File: config.mk
export PLATFORM = sky130hd
export DESIGN_NAME = pipe_hazard_ctrl
export DESIGN_NICKNAME = d
export VERILOG_FILES = /design/src/rtl/cpu_pkg.sv /design/src/rtl/pipe_hazard_ctrl_fwd.sv /design/src/rtl/pipe_hazard_ctrl.sv
export SDC_FILE = /design/constraint.sdc
export NUM_CORES = 1
export LEC_CHECK = 0
export BUFFER_PORTS_ARGS = -buffer_cell sky130_fd_sc_hd__buf_2
export CORE_AREA = 2 2 74 76
export CTS_CLUSTER_DIAMETER = 40
export DETAILED_ROUTE_END_ITERATION = 8
export DIE_AREA = 0 0 76 78
export GPL_TIMING_DRIVEN = 1
export PLACE_DENSITY = 0.75
export SLEW_MARGIN = 15
export SYNTH_ARGS = -nofsm -noshare
export SYNTH_HDL_FRONTEND = slang
export SYNTH_SLANG_ARGS = --single-unit
File: constraint.sdc
create_clock -name clk -period 2.39 [get_ports clk]
set_input_delay 0.478 -clock clk [delete_from_list [all_inputs] [get_ports clk]]
set_output_delay 0.478 -clock clk [all_outputs]
set_load 0.005 [all_outputs]
File: src/rtl/cpu_pkg.sv
// Shared pipeline control definitions: control-bit positions, hazard FSM states,
// forwarding select encodings.
package cpu_pkg;

  localparam int unsigned CTRL_REG_WRITE  = 3;
  localparam int unsigned CTRL_MEM_READ   = 2;
  localparam int unsigned CTRL_MEM_WRITE  = 1;
  localparam int unsigned CTRL_MEM_TO_REG = 0;

  typedef enum logic [1:0] {
    HZ_INIT     = 2'd0,
    HZ_RUN      = 2'd1,
    HZ_MEM_WAIT = 2'd2,
    HZ_ERROR    = 2'd3
  } hz_state_t;

  typedef enum logic [1:0] {
    FWD_RF  = 2'b00,
    FWD_WB  = 2'b01,
    FWD_MEM = 2'b10
  } fwd_sel_t;

  // Register 0 is hardwired to zero when r0_zero is set, so it never matches.
  function automatic logic reg_match(input logic [2:0] a, input logic [2:0] b,
                                     input bit r0_zero);
    return (a == b) && !(r0_zero && (a == 3'd0));
  endfunction

endpackage

File: src/rtl/pipe_hazard_ctrl_fwd.sv
// EX operand forwarding selects; EX/MEM result beats MEM/WB, loads in EX/MEM
// are not yet available and so never forward from that stage.
module pipe_fwd_unit
  import cpu_pkg::*;
#(
  parameter bit R0_ZERO = 1'b1
) (
  input  logic     mem_reg_write,
  input  logic     mem_read,
  input  logic [2:0] mem_rd,
  input  logic     wb_reg_write,
  input  logic [2:0] wb_rd,
  input  logic [2:0] ex_rs1,
  input  logic [2:0] ex_rs2,
  output fwd_sel_t fwd_a,
  output fwd_sel_t fwd_b
);

  logic mem_fwd_ok;
  assign mem_fwd_ok = mem_reg_write && !mem_read;

  always_comb begin
    fwd_a = FWD_RF;
    fwd_b = FWD_RF;
    if (mem_fwd_ok && reg_match(mem_rd, ex_rs1, R0_ZERO)) fwd_a = FWD_MEM;
    else if (wb_reg_write && reg_match(wb_rd, ex_rs1, R0_ZERO)) fwd_a = FWD_WB;
    if (mem_fwd_ok && reg_match(mem_rd, ex_rs2, R0_ZERO)) fwd_b = FWD_MEM;
    else if (wb_reg_write && reg_match(wb_rd, ex_rs2, R0_ZERO)) fwd_b = FWD_WB;
  end

endmodule

File: src/rtl/pipe_hazard_ctrl.sv
// Central pipeline sequencer: post-reset scrub, load-use stall, branch flush,
// data-memory wait freeze with timeout watchdog, and forwarding selects.
module pipe_hazard_ctrl
  import cpu_pkg::*;
#(
  parameter int unsigned INIT_CYCLES = 3,
  parameter int unsigned MEM_TIMEOUT = 15,
  parameter bit          R0_ZERO     = 1'b1
) (
  input  logic        clk,
  input  logic        rst_n,
  input  logic [2:0]  id_rs1,
  input  logic [2:0]  id_rs2,
  input  logic [3:0]  ex_ctrl,
  input  logic [2:0]  ex_rd,
  input  logic [2:0]  ex_rs1,
  input  logic [2:0]  ex_rs2,
  input  logic        ex_branch_taken,
  input  logic [3:0]  mem_ctrl,
  input  logic [2:0]  mem_rd,
  input  logic [3:0]  wb_ctrl,
  input  logic [2:0]  wb_rd,
  input  logic        dmem_ready,
  output logic        pc_en,
  output logic        if_id_en,
  output logic        id_ex_en,
  output logic        ex_mem_en,
  output logic        if_id_flush,
  output logic        id_ex_flush,
  output logic        ex_mem_flush,
  output logic        mem_wb_flush,
  output logic        dmem_req,
  output logic [1:0]  fwd_a,
  output logic [1:0]  fwd_b,
  output logic        ctrl_err,
  output logic [15:0] stall_cycles
);

  hz_state_t   state_q, state_d;
  logic [15:0] init_cnt_q, init_cnt_d;
  logic [7:0]  wait_cnt_q, wait_cnt_d;
  logic        ctrl_err_q, ctrl_err_d;
  logic [15:0] stall_q, stall_d;

  logic memacc, load_use;
  fwd_sel_t fwd_a_sel, fwd_b_sel;

  logic unused_ctrl_bits;
  assign unused_ctrl_bits = ^{ex_ctrl[3], ex_ctrl[1:0], mem_ctrl[CTRL_MEM_TO_REG], wb_ctrl[2:0]};

  assign memacc   = mem_ctrl[CTRL_MEM_READ] | mem_ctrl[CTRL_MEM_WRITE];
  assign load_use = ex_ctrl[CTRL_MEM_READ] &&
                    (reg_match(ex_rd, id_rs1, R0_ZERO) || reg_match(ex_rd, id_rs2, R0_ZERO));

  pipe_fwd_unit #(.R0_ZERO(R0_ZERO)) u_fwd (
    .mem_reg_write (mem_ctrl[CTRL_REG_WRITE]),
    .mem_read      (mem_ctrl[CTRL_MEM_READ]),
    .mem_rd        (mem_rd),
    .wb_reg_write  (wb_ctrl[CTRL_REG_WRITE]),
    .wb_rd         (wb_rd),
    .ex_rs1        (ex_rs1),
    .ex_rs2        (ex_rs2),
    .fwd_a         (fwd_a_sel),
    .fwd_b         (fwd_b_sel)
  );

  assign fwd_a        = fwd_a_sel;
  assign fwd_b        = fwd_b_sel;
  assign ctrl_err     = ctrl_err_q;
  assign stall_cycles = stall_q;

  always_ff @(posedge clk or negedge rst_n) begin
    if (!rst_n) begin
      state_q    <= HZ_INIT;
      init_cnt_q <= '0;
      wait_cnt_q <= '0;
      ctrl_err_q <= 1'b0;
      stall_q    <= '0;
    end else begin
      state_q    <= state_d;
      init_cnt_q <= init_cnt_d;
      wait_cnt_q <= wait_cnt_d;
      ctrl_err_q <= ctrl_err_d;
      stall_q    <= stall_d;
    end
  end

  always_comb begin
    state_d      = state_q;
    init_cnt_d   = init_cnt_q;
    wait_cnt_d   = wait_cnt_q;
    ctrl_err_d   = ctrl_err_q;
    stall_d      = stall_q;
    pc_en        = 1'b1;
    if_id_en     = 1'b1;
    id_ex_en     = 1'b1;
    ex_mem_en    = 1'b1;
    if_id_flush  = 1'b0;
    id_ex_flush  = 1'b0;
    ex_mem_flush = 1'b0;
    mem_wb_flush = 1'b0;
    dmem_req     = 1'b0;

    unique case (state_q)
      HZ_INIT: begin
        {if_id_flush, id_ex_flush, ex_mem_flush, mem_wb_flush} = '1;
        if (init_cnt_q == 16'(INIT_CYCLES - 1)) state_d = HZ_RUN;
        else init_cnt_d = init_cnt_q + 16'd1;
      end
      HZ_RUN: begin
        dmem_req = memacc;
        if (memacc && !dmem_ready) begin
          {pc_en, if_id_en, id_ex_en, ex_mem_en} = '0;
          mem_wb_flush = 1'b1;
          state_d      = HZ_MEM_WAIT;
          wait_cnt_d   = 8'd1;
        end else if (ex_branch_taken) begin
          if_id_flush = 1'b1;
          id_ex_flush = 1'b1;
        end else if (load_use) begin
          pc_en       = 1'b0;
          if_id_en    = 1'b0;
          id_ex_flush = 1'b1;
        end
      end
      HZ_MEM_WAIT: begin
        dmem_req = 1'b1;
        if (dmem_ready) begin
          state_d = HZ_RUN;
        end else begin
          {pc_en, if_id_en, id_ex_en, ex_mem_en} = '0;
          mem_wb_flush = 1'b1;
          if (wait_cnt_q == 8'(MEM_TIMEOUT)) begin
            state_d    = HZ_ERROR;
            ctrl_err_d = 1'b1;
          end else begin
            wait_cnt_d = wait_cnt_q + 8'd1;
          end
        end
      end
      HZ_ERROR: begin
        {pc_en, if_id_en, id_ex_en, ex_mem_en} = '0;
      end
      default: state_d = HZ_INIT;
    endcase

    if ((state_q == HZ_RUN || state_q == HZ_MEM_WAIT) && !pc_en && (stall_q != '1))
      stall_d = stall_q + 16'd1;
  end

endmodule

==> out/qor.yml <==
place_area_mm2: 0.00291
dr_total_vias: 2016
grt_use_total: 0.192
synth_area_leaders: "dfrtp_1, xor2_1, xnor2_1"
irDropWorstVdd_uv: 419
grt_pass1_vias: 2041
port-buffer-count: 59
avgViaCountPerCell: 5.14
timing.critical_path.depth: 7
cts_tree: "done"
synth_cell_types: 42
antennaDiodeCount: 0
dp_hpwl_um: 4050
cts_made_buffers: 5
start_util: 0.499
syn_nets: 299
fin_skew_ns: 0.00743
worst_slew_pin_slew_ns: 0.507
powerDensity_mw_per_mm2: 890
endpoint_kind: "primary output"
critPathBufInv: 2
crit_path_start_kind: "flip-flop"
post-route-period-util: 0.952
synthMuxAreaShare: 0.00447
rr_startpoint: "state_q[0]"
finalInstanceArea_mm2: 0.00307
crit_family: "simple AND/OR/NAND/NOR gates"
synth_fa_ha_area_frac: 0.0447
synth_top_area_cell: "dfrtp_1"
crit_type: "reg -> out"
synth_top_area_frac: 0.427
die_height_um: 78
synth_top_family_by_area: "simple AND/OR/NAND/NOR gates"
routedWlPerCell_um: 13.0
drc: 0
root_buffer: "clkbuf_8"
slew_viol_final: 0
max_freq_ghz: 0.439
critPathCapture: "id_ex_flush"
synthArstFlopShare: 1.00
clk_pin_slew_ns: 0.08
drt_iter0_drc: 59
synth-compound-area-share: 0.0731
ios: 67
antenna_found_initial: 0
slew_headroom: 0.662
postRouteAntennaNets: 0
crit_chain: "inv_1 > ha_1 > o21a_2 > nand2_1 > nand2_1 > or2_2 > buf_2"
reg2reg_slack_ns: 0.19
fp-row-count: 26
critPathLaunch: "state_q[1]"
grt_pass1_wl_um: 9340
p_leak_nw: 1.53
firstDrtPassIters: 4
synth_ff_type: "dfrtp_1"
worstPathRequired_ns: 1.91
synth-simple-area-share: 0.245
timing.critical_path.slowest_cell_delay_ns: 0.40
die_x_um: 76
grt_max_degree: 19
totalWireLength_um: 5110
max_cap_violations: 0
finalSetupViolCount: 0
yosysSeqAreaShare: 0.427
drive_gt1_frac: 0.280
min_period_ns: 2.28
clock_sinks: 43
final_net_count: 367
syn-cell-area_mm2: 0.00252
synthXorXnorAreaFrac: 0.181
slowest_stage: "dfrtp_1"
clockBufferDepth: 2
reg2regPathDepth: 7
cp.arrival_ns: 1.80
yosys_warnings: 0
core_region_area_mm2: 0.00504
netlist_instances: 253
path_common_cell: "nand2_1"
dieArea_mm2: 0.00593
rsz0062_at_grt: "no"
synth_edf_count: 0
run_status: "complete, no violations"
tns_ns: 0
syn_to_final_growth_pct: 21.9
cp_max_fo: 5
hold_viol_final: 0
hold_class: "in -> async"
r2r_end: "stall_cycles[15]"
clock_latency_ns: 0.30
ys_ff_latch: 43
cts_max_level: 2
avgSynthCellArea_um2: 9.95
grt_overflow: 0
ctsHoldBuffers: 0
place.gp.congestion: 0.799
[worst reg2reg max path, stage by stage (launching register included)]
cell	delay, ns
dfrtp_1	0.42
inv_1	0.09
ha_1	0.28
a21oi_1	0.31
and2_1	0.26
a2bb2oi_2	0.17
or3b_1	0.43
xnor2_1	0.13
[stage by stage]
step	hold WS [ns]	setup WS, ns	std cells	power [mW]	util
2_1_floorplan	0.182	0.463	253	1.73	-
3_3_place_gp	0.421	0.0960	383	2.04	0.578
3_5_place_dp	0.424	0.104	383	2.07	0.578
4_1_cts	0.0995	0.0750	391	2.74	0.604
5_1_grt	0.112	0.00523	392	2.96	0.609
6_report	0.0918	0.114	392	2.73	0.609
[worst min path at each step]
stage	start	endpoint	slack, ns	cells past startpoint
after CTS	rst_n	stall_cycles[14]	0.1	1
after detailed placement	rst_n	init_cnt_q[9]	0.42	1
after global routing	rst_n	init_cnt_q[9]	0.11	1
after floorplan	rst_n	ctrl_err	0.18	0
final	rst_n	stall_cycles[14]	0.09	1
after global placement	rst_n	init_cnt_q[9]	0.42	1
[flip-flops by register name, indices dropped and copies added (netlist names)]
register / cells
wait_cnt_q: 8
init_cnt_q: 16
stall_cycles: 16
state_q: 2
ctrl_err: 1
[power by group]
group | internal [mW] | switching (mW) | total (mW)
Sequential | 0.872 | 0.157 | 1.03
Combinational | 0.481 | 0.559 | 1.04
Clock | 0.418 | 0.245 | 0.663
Total | 1.77 | 0.961 | 2.73
[cells in the final DEF (no fill, tap or decap), types with 3 or more instances in the layout]
cell type,netlist,final
buf_2,2,59
dfrtp_1,43,43
xor2_1,31,31
nor2_1,25,25
xnor2_1,21,21
nand2_1,21,21
nand3_1,12,12
nor3_1,12,11
nand4_1,10,10
and3_1,9,9
ha_1,9,9
inv_1,8,8
buf_4,3,7
a21oi_1,5,5
clkbuf_8,0,5
nor4_1,4,4
o21ai_1,2,3
nor2b_1,3,3
and2_1,3,3
and4_1,3,3
[cells by family (layout without fill, tap and decap cells)]
family | Yosys count | in the layout
adders and majority gates | 9 | 9
DFF | 43 | 43
xor gates and xnor gates | 52 | 52
muxes | 1 | 1
buffers and inverters | 13 | 82
AOI/OAI and AO/OA | 21 | 21
and+or+nand+nor | 114 | 114
[per-layer routing]
| layer | part of all wire | global-route usage | vias up |
|---|---|---|---|
| met5 | 0 | 0 | - |
| met4 | 0.012 | 0.0564 | 0 |
| met3 | 0.061 | 0.0465 | 8 |
| met2 | 0.47 | 0.321 | 58 |
| met1 | 0.46 | 0.251 | 942 |
| li1 | - | - | 1008 |
[synthesized netlist by cell type (all sizes together), types with 2 or more instances]
library cell / count
and3: 10
nor2: 25
xnor2: 21
o31ai: 2
a21oi: 5
and4: 4
nand3: 12
nand2: 21
nor4: 5
buf: 5
nand4: 10
and2: 4
o21ai: 6
dfrtp: 43
inv: 8
nand2b: 2
nor2b: 3
nor3: 12
ha: 9
xor2: 31
[final cells by class]
class | instances | area, µm²
tap | 70 | 87.6
inverter | 8 | 30.0
clock inverter | 2 | 60.1
multi-input combinational | 197 | 1400
fill | 439 | 1970
sequential | 43 | 1080
timing repair buffer | 66 | 348
clock buffer | 6 | 72.6
[repair_timing]
item	in CTS	in global routing
resized for setup	0	6
setup endpoints to repair	0	2
buffers inserted	0	1
(Power assumes the default switching activity.)
